==> src/rtl/avst_video_frame_parser.sv <==
// Avalon-ST Video sink-side parser: decodes control packets into the active
// frame geometry, strips packet headers and forwards video payload pixels with
// start-of-frame / end-of-line / end-of-frame markers and length checking.
module avst_video_frame_parser #(
    parameter int BITS_PER_SYMBOL = 8,
    parameter int WIDTH           = 800,
    parameter int HEIGHT          = 600,
    localparam int DATA_W         = BITS_PER_SYMBOL
) (
    input  logic              clk,
    input  logic              rst,
    input  logic              din_valid,
    output logic              din_ready,
    input  logic              din_sop,
    input  logic              din_eop,
    input  logic [DATA_W-1:0] din_data,
    output logic              dout_valid,
    input  logic              dout_ready,
    output logic [DATA_W-1:0] dout_data,
    output logic              dout_sof,
    output logic              dout_eol,
    output logic              dout_eof,
    output logic [15:0]       width_o,
    output logic [15:0]       height_o,
    output logic [3:0]        interlaced_o,
    output logic              ctrl_update_o,
    output logic              err_ctrl_o,
    output logic              err_short_o,
    output logic              err_long_o
);

    typedef enum logic [1:0] {
        IDLE,
        CTRL,
        VIDEO,
        DISCARD
    } state_t;

    localparam logic [3:0] TYPE_VIDEO = 4'h0;
    localparam logic [3:0] TYPE_CTRL  = 4'hF;

    state_t      state;
    logic [15:0] x_cnt;
    logic [15:0] y_cnt;
    logic [15:0] vid_w;
    logic [15:0] vid_h;
    logic        frame_done;
    logic        long_seen;
    logic [3:0]  nib_cnt;
    logic [15:0] shadow_w;
    logic [15:0] shadow_h;
    logic [3:0]  shadow_i;

    logic [3:0]  nib_cnt_nxt;
    logic [15:0] shadow_w_nxt;
    logic [15:0] shadow_h_nxt;
    logic [3:0]  shadow_i_nxt;
    logic        ctrl_ok;
    logic [3:0]  hdr_type;
    logic        beat_ok;
    logic        x_last;
    logic        y_last;

    assign hdr_type = din_data[3:0];
    assign x_last   = (x_cnt == vid_w - 16'd1);
    assign y_last   = (y_cnt == vid_h - 16'd1);

    // Excess pixels after end of frame are swallowed even while the output is stalled.
    assign din_ready = (state != VIDEO) || frame_done || !dout_valid || dout_ready;
    assign beat_ok   = din_valid && din_ready;

    // Shift the incoming nibble into the control shadow registers (width, height, interlace).
    always_comb begin
        shadow_w_nxt = shadow_w;
        shadow_h_nxt = shadow_h;
        shadow_i_nxt = shadow_i;
        nib_cnt_nxt  = nib_cnt;
        if (nib_cnt < 4'd4) begin
            shadow_w_nxt = {shadow_w[11:0], din_data[3:0]};
        end else if (nib_cnt < 4'd8) begin
            shadow_h_nxt = {shadow_h[11:0], din_data[3:0]};
        end else if (nib_cnt == 4'd8) begin
            shadow_i_nxt = din_data[3:0];
        end
        if (nib_cnt < 4'd9) begin
            nib_cnt_nxt = nib_cnt + 4'd1;
        end
        ctrl_ok = (nib_cnt_nxt == 4'd9) && (shadow_w_nxt != 16'd0) && (shadow_h_nxt != 16'd0);
    end

    // Packet state machine, pixel position counters, output register and status pulses.
    always_ff @(posedge clk) begin
        if (rst) begin
            state         <= IDLE;
            x_cnt         <= 16'd0;
            y_cnt         <= 16'd0;
            vid_w         <= 16'(WIDTH);
            vid_h         <= 16'(HEIGHT);
            frame_done    <= 1'b0;
            long_seen     <= 1'b0;
            nib_cnt       <= 4'd0;
            shadow_w      <= 16'd0;
            shadow_h      <= 16'd0;
            shadow_i      <= 4'd0;
            dout_valid    <= 1'b0;
            dout_data     <= '0;
            dout_sof      <= 1'b0;
            dout_eol      <= 1'b0;
            dout_eof      <= 1'b0;
            width_o       <= 16'(WIDTH);
            height_o      <= 16'(HEIGHT);
            interlaced_o  <= 4'd0;
            ctrl_update_o <= 1'b0;
            err_ctrl_o    <= 1'b0;
            err_short_o   <= 1'b0;
            err_long_o    <= 1'b0;
        end else begin
            ctrl_update_o <= 1'b0;
            err_ctrl_o    <= 1'b0;
            err_short_o   <= 1'b0;
            err_long_o    <= 1'b0;

            if (dout_valid && dout_ready) begin
                dout_valid <= 1'b0;
                dout_sof   <= 1'b0;
                dout_eol   <= 1'b0;
                dout_eof   <= 1'b0;
            end

            if (beat_ok) begin
                if (din_sop) begin
                    if (state == CTRL) begin
                        err_ctrl_o <= 1'b1;
                    end
                    if (state == VIDEO && !frame_done) begin
                        err_short_o <= 1'b1;
                    end
                    x_cnt      <= 16'd0;
                    y_cnt      <= 16'd0;
                    nib_cnt    <= 4'd0;
                    frame_done <= 1'b0;
                    long_seen  <= 1'b0;
                    vid_w      <= width_o;
                    vid_h      <= height_o;
                    if (din_eop) begin
                        state <= IDLE;
                        if (hdr_type == TYPE_VIDEO) begin
                            err_short_o <= 1'b1;
                        end
                        if (hdr_type == TYPE_CTRL) begin
                            err_ctrl_o <= 1'b1;
                        end
                    end else if (hdr_type == TYPE_VIDEO) begin
                        state <= VIDEO;
                    end else if (hdr_type == TYPE_CTRL) begin
                        state <= CTRL;
                    end else begin
                        state <= DISCARD;
                    end
                end else begin
                    case (state)
                        CTRL: begin
                            nib_cnt  <= nib_cnt_nxt;
                            shadow_w <= shadow_w_nxt;
                            shadow_h <= shadow_h_nxt;
                            shadow_i <= shadow_i_nxt;
                            if (din_eop) begin
                                state <= IDLE;
                                if (ctrl_ok) begin
                                    width_o       <= shadow_w_nxt;
                                    height_o      <= shadow_h_nxt;
                                    interlaced_o  <= shadow_i_nxt;
                                    ctrl_update_o <= 1'b1;
                                end else begin
                                    err_ctrl_o <= 1'b1;
                                end
                            end
                        end
                        VIDEO: begin
                            if (!frame_done) begin
                                dout_valid <= 1'b1;
                                dout_data  <= din_data;
                                dout_sof   <= (x_cnt == 16'd0) && (y_cnt == 16'd0);
                                dout_eol   <= x_last;
                                dout_eof   <= x_last && y_last;
                                if (x_last) begin
                                    x_cnt <= 16'd0;
                                    y_cnt <= y_cnt + 16'd1;
                                    if (y_last) begin
                                        frame_done <= 1'b1;
                                    end
                                end else begin
                                    x_cnt <= x_cnt + 16'd1;
                                end
                                if (din_eop && !(x_last && y_last)) begin
                                    err_short_o <= 1'b1;
                                end
                            end else if (!long_seen) begin
                                err_long_o <= 1'b1;
                                long_seen  <= 1'b1;
                            end
                            if (din_eop) begin
                                state <= IDLE;
                            end
                        end
                        DISCARD: begin
                            if (din_eop) begin
                                state <= IDLE;
                            end
                        end
                        default: begin
                        end
                    endcase
                end
            end
        end
    end

endmodule

==> config.mk <==
export PLATFORM = sky130hd
export DESIGN_NAME = avst_video_frame_parser
export DESIGN_NICKNAME = d
export VERILOG_FILES = /design/src/rtl/avst_video_frame_parser.sv
export SDC_FILE = /design/constraint.sdc
export NUM_CORES = 1
export LEC_CHECK = 0
export CORE_ASPECT_RATIO = 0.8
export CORE_MARGIN = 4
export CORE_UTILIZATION = 50
export CTS_BUF_LIST = sky130_fd_sc_hd__clkbuf_4
export DETAILED_ROUTE_END_ITERATION = 10
export HOLD_SLACK_MARGIN = 0.08
export PLACE_DENSITY = 0.71
export SYNTH_ARGS = -nofsm -noshare
export SYNTH_HDL_FRONTEND = slang
export SYNTH_SLANG_ARGS = --single-unit
==> constraint.sdc <==
create_clock -name clk -period 3.6 [get_ports clk]
set_input_delay 0.54 -clock clk [delete_from_list [all_inputs] [get_ports clk]]
set_output_delay 0.54 -clock clk [all_outputs]
set_load 0.01 [all_outputs]
==> qor.csv <==
metric;value;unit
number of synthesized register bits;160;
mapped cell area;7801;sq um
biggest area consumer among synthesized cells;dfxtp_1;
largest net degree at the start of global routing;69;
final number of setup-violating endpoints;0;
Syn Area/Cell;7.778;sq um
met2 Usage GRT;36.49;%
CTS tree;built;
DR vias;7257;
Die Span Y;119.7;um
commonest non-fill, non-tap cell in the layout;nand2_1;
Max Freq;0.3291;GHz
Seq/Total Area, Yosys;41.06;%
nets@finish;1070;
Synth cell types;62;
Final Slew Violations;0;
Worst slew margin;44.09;%
Starting Density;51.44;%
Port Buffers;66;
Die ar.;17680;sq um
Congestion Overflow GR;0;
top cell type's share of synthesized area;41.06;%
Async SR Flop Fraction;0;%
antenna cells;0;
period utilization;84.40;%
All-Layer GR Usage;23.45;%
share of layout cells above drive strength 1;6.509;%
worst skew pair latency;0.57;ns
global-route wire length before repair;34090;um
mean routed wirelength per cell;16.43;um
PwrDens;361.2;nW/um^2
Post-Syn Nets;1026;
crit path capture type;flip-flop;
Worst setup SP type;flip-flop;
initial antenna violation count;0;
I/O pin count;67;
post-CTS setup buffers;0;
top cells by area, synth;dfxtp_1, nand2_1, a21oi_1;
P&R area growth vs syn;15.36;%
total of max-cap violations;0;
CP Class;flip-flop to flip-flop;
fin crit period;3.038;ns
Final Routed Wirelength;20860;um
critical path peak fanout;16;
Syn Inst Count;1003;
Via density;5.714;
die width;147.7;um
ANT nets after route;0;
Layout fillers;1412;
Hold Violations, Final;0;
Power, Total;3.251;mW
# hold bufs at CTS;0;
clock root cell;clkbuf_4;
met1 global-route usage;32.53;%
busiest grt layer;met2;
placer congestion estimate;0.8682;
total negative setup slack;0;ns
Placement Rows;40;
CORE AREA;15160;sq um
post_cts resized;0;
Fin Clk Skew;0.01760;ns
Non-Filler Instances;1270;
EDFF count, synth;0;
DRC violations left;0;
Worst-path clk slew;0.13;ns
clk sinks;160;
dpl hpwl;14490;um
Min-Delay Path Class;flip-flop to flip-flop;
leakage power;3.035;nW
1st-iter DRT viols;580;
worst path required time;4.09;ns
TritonRoute pass-1 iters;7;
top_reg_cell synth;dfxtp_1;
vias in the first global route;6793;
Worst Max-Slew Pin Slew;0.8322;ns
Num CTS Buffers;17;
status;completed;
clk buf depth;2;
RSZ-0062 raised after global routing;no;
Worst Path Arrival;3.53;ns
met3 usage in global routing;5.776;%
Synth Warn #;0;
dpl cells;1238;
worst vdd ir;0.1968;mV
CTS H-tree depth;4;
most frequent cells in the layout;nand2_1, dfxtp_1, a21oi_1;
[worst paths after layout]
check / depth (start not counted) / endpoint / start / slack (ns)
setup / recovery: 9 / x_cnt[8]$_SDFFE_PP0P_ / vid_w[2]$_SDFFE_PP0P_ / 0.56
hold / removal: 2 / dout_data[5]$_SDFFE_PP0P_ / dout_data[5]$_SDFFE_PP0P_ / 0.47
setup reg to reg: 9 / x_cnt[8]$_SDFFE_PP0P_ / vid_w[2]$_SDFFE_PP0P_ / 0.56
hold reg to reg: 2 / dout_data[5]$_SDFFE_PP0P_ / dout_data[5]$_SDFFE_PP0P_ / 0.47
[synthesized netlist by cell type (all sizes together), types with 2 or more instances]
cell type and number:
o41ai 2, xor2 28, xnor2 25, and4 6, a211oi 6, nor3 17
nand2b 13, a31oi 8, a21oi 97, and3 10, nand3 20, nand4b 2
nor4b 2, and3b 2, nor2 94, nor2b 5, or3 9, mux2i 16
or4 8, a32oi 3, a22o 3, nand4 17, o31ai 4, ha 9
a21boi 2, inv 17, o211ai 3, buf 8, a31o 2, clkbuf 58
a21o 2, a211o 9, nor4 23, a311oi 25, o21ai 30, nand3b 13
dfxtp 160, nand2 225, and2 7
[power by group]
group	switching, mW	total, mW	leakage (nW)	internal, mW
Clock	0.653	1.28	0.182	0.629
Sequential	0.0146	1.80	1.29	1.78
Combinational	0.110	0.173	1.56	0.0623
Total	0.778	3.25	3.04	2.47
[critical path: stages, from the launching register on]
cell       delay, ns
dfxtp_1         0.40
nor3_1          0.71
a2111oi_0       0.22
o21bai_1        0.23
or2_2           0.30
and4_4          0.20
a21oi_2         0.12
buf_4           0.20
nand2b_1        0.36
nor2_1          0.21
[area by class of cell]
cell class	instances	area, sq um	share of cell area (%)
clock buffers	18	135.1	1.501
repair buffers	91	845.8	9.398
multi-input cells	760	4275	47.50
clock inverters	14	214.0	2.377
inverters	17	63.81	0.7090
well taps	210	262.8	2.920
flip-flops and latches	160	3203	35.59
[flip-flops by register name (all words and copies together), names as in the netlist, 2 cells and up]
register	cells
height_o	16
shadow_h	16
shadow_w	16
vid_h	16
vid_w	16
width_o	16
x_cnt	16
y_cnt	16
dout_data	8
interlaced_o	4
nib_cnt	4
shadow_i	4
state	2
[kinds of logic after synthesis]
kind of cell / synth area share (%)
and+or+nand+nor: 28.50
AOI/OAI and AO/OA: 16.62
DFF: 41.06
buffers and inverters: 4.234
xor gates and xnor gates: 5.950
muxes: 2.197
adders and majority gates: 1.443
[routing by layer]
metal	vias to the layer above	part of all wire (%)
met5	-	0
met3	21	6.9
met2	234	45
met1	3408	47
li1	3594	-
met4	0	1.1
[per-stage QoR]
step	area [sq um]	hold WS [ns]	setup slack [ns]	util (%)
3_3_place_gp	8651	0.4427	0.5842	57.05
2_1_floorplan	7801	0.4311	0.8045	-
4_1_cts	9000	0.4474	0.6162	59.35
3_5_place_dp	8651	0.4512	0.4935	57.05
5_1_grt	9000	0.4640	0.3317	59.35
6_report	9000	0.4663	0.5617	59.35
Note: power is estimated with default switching activity, not from simulation.
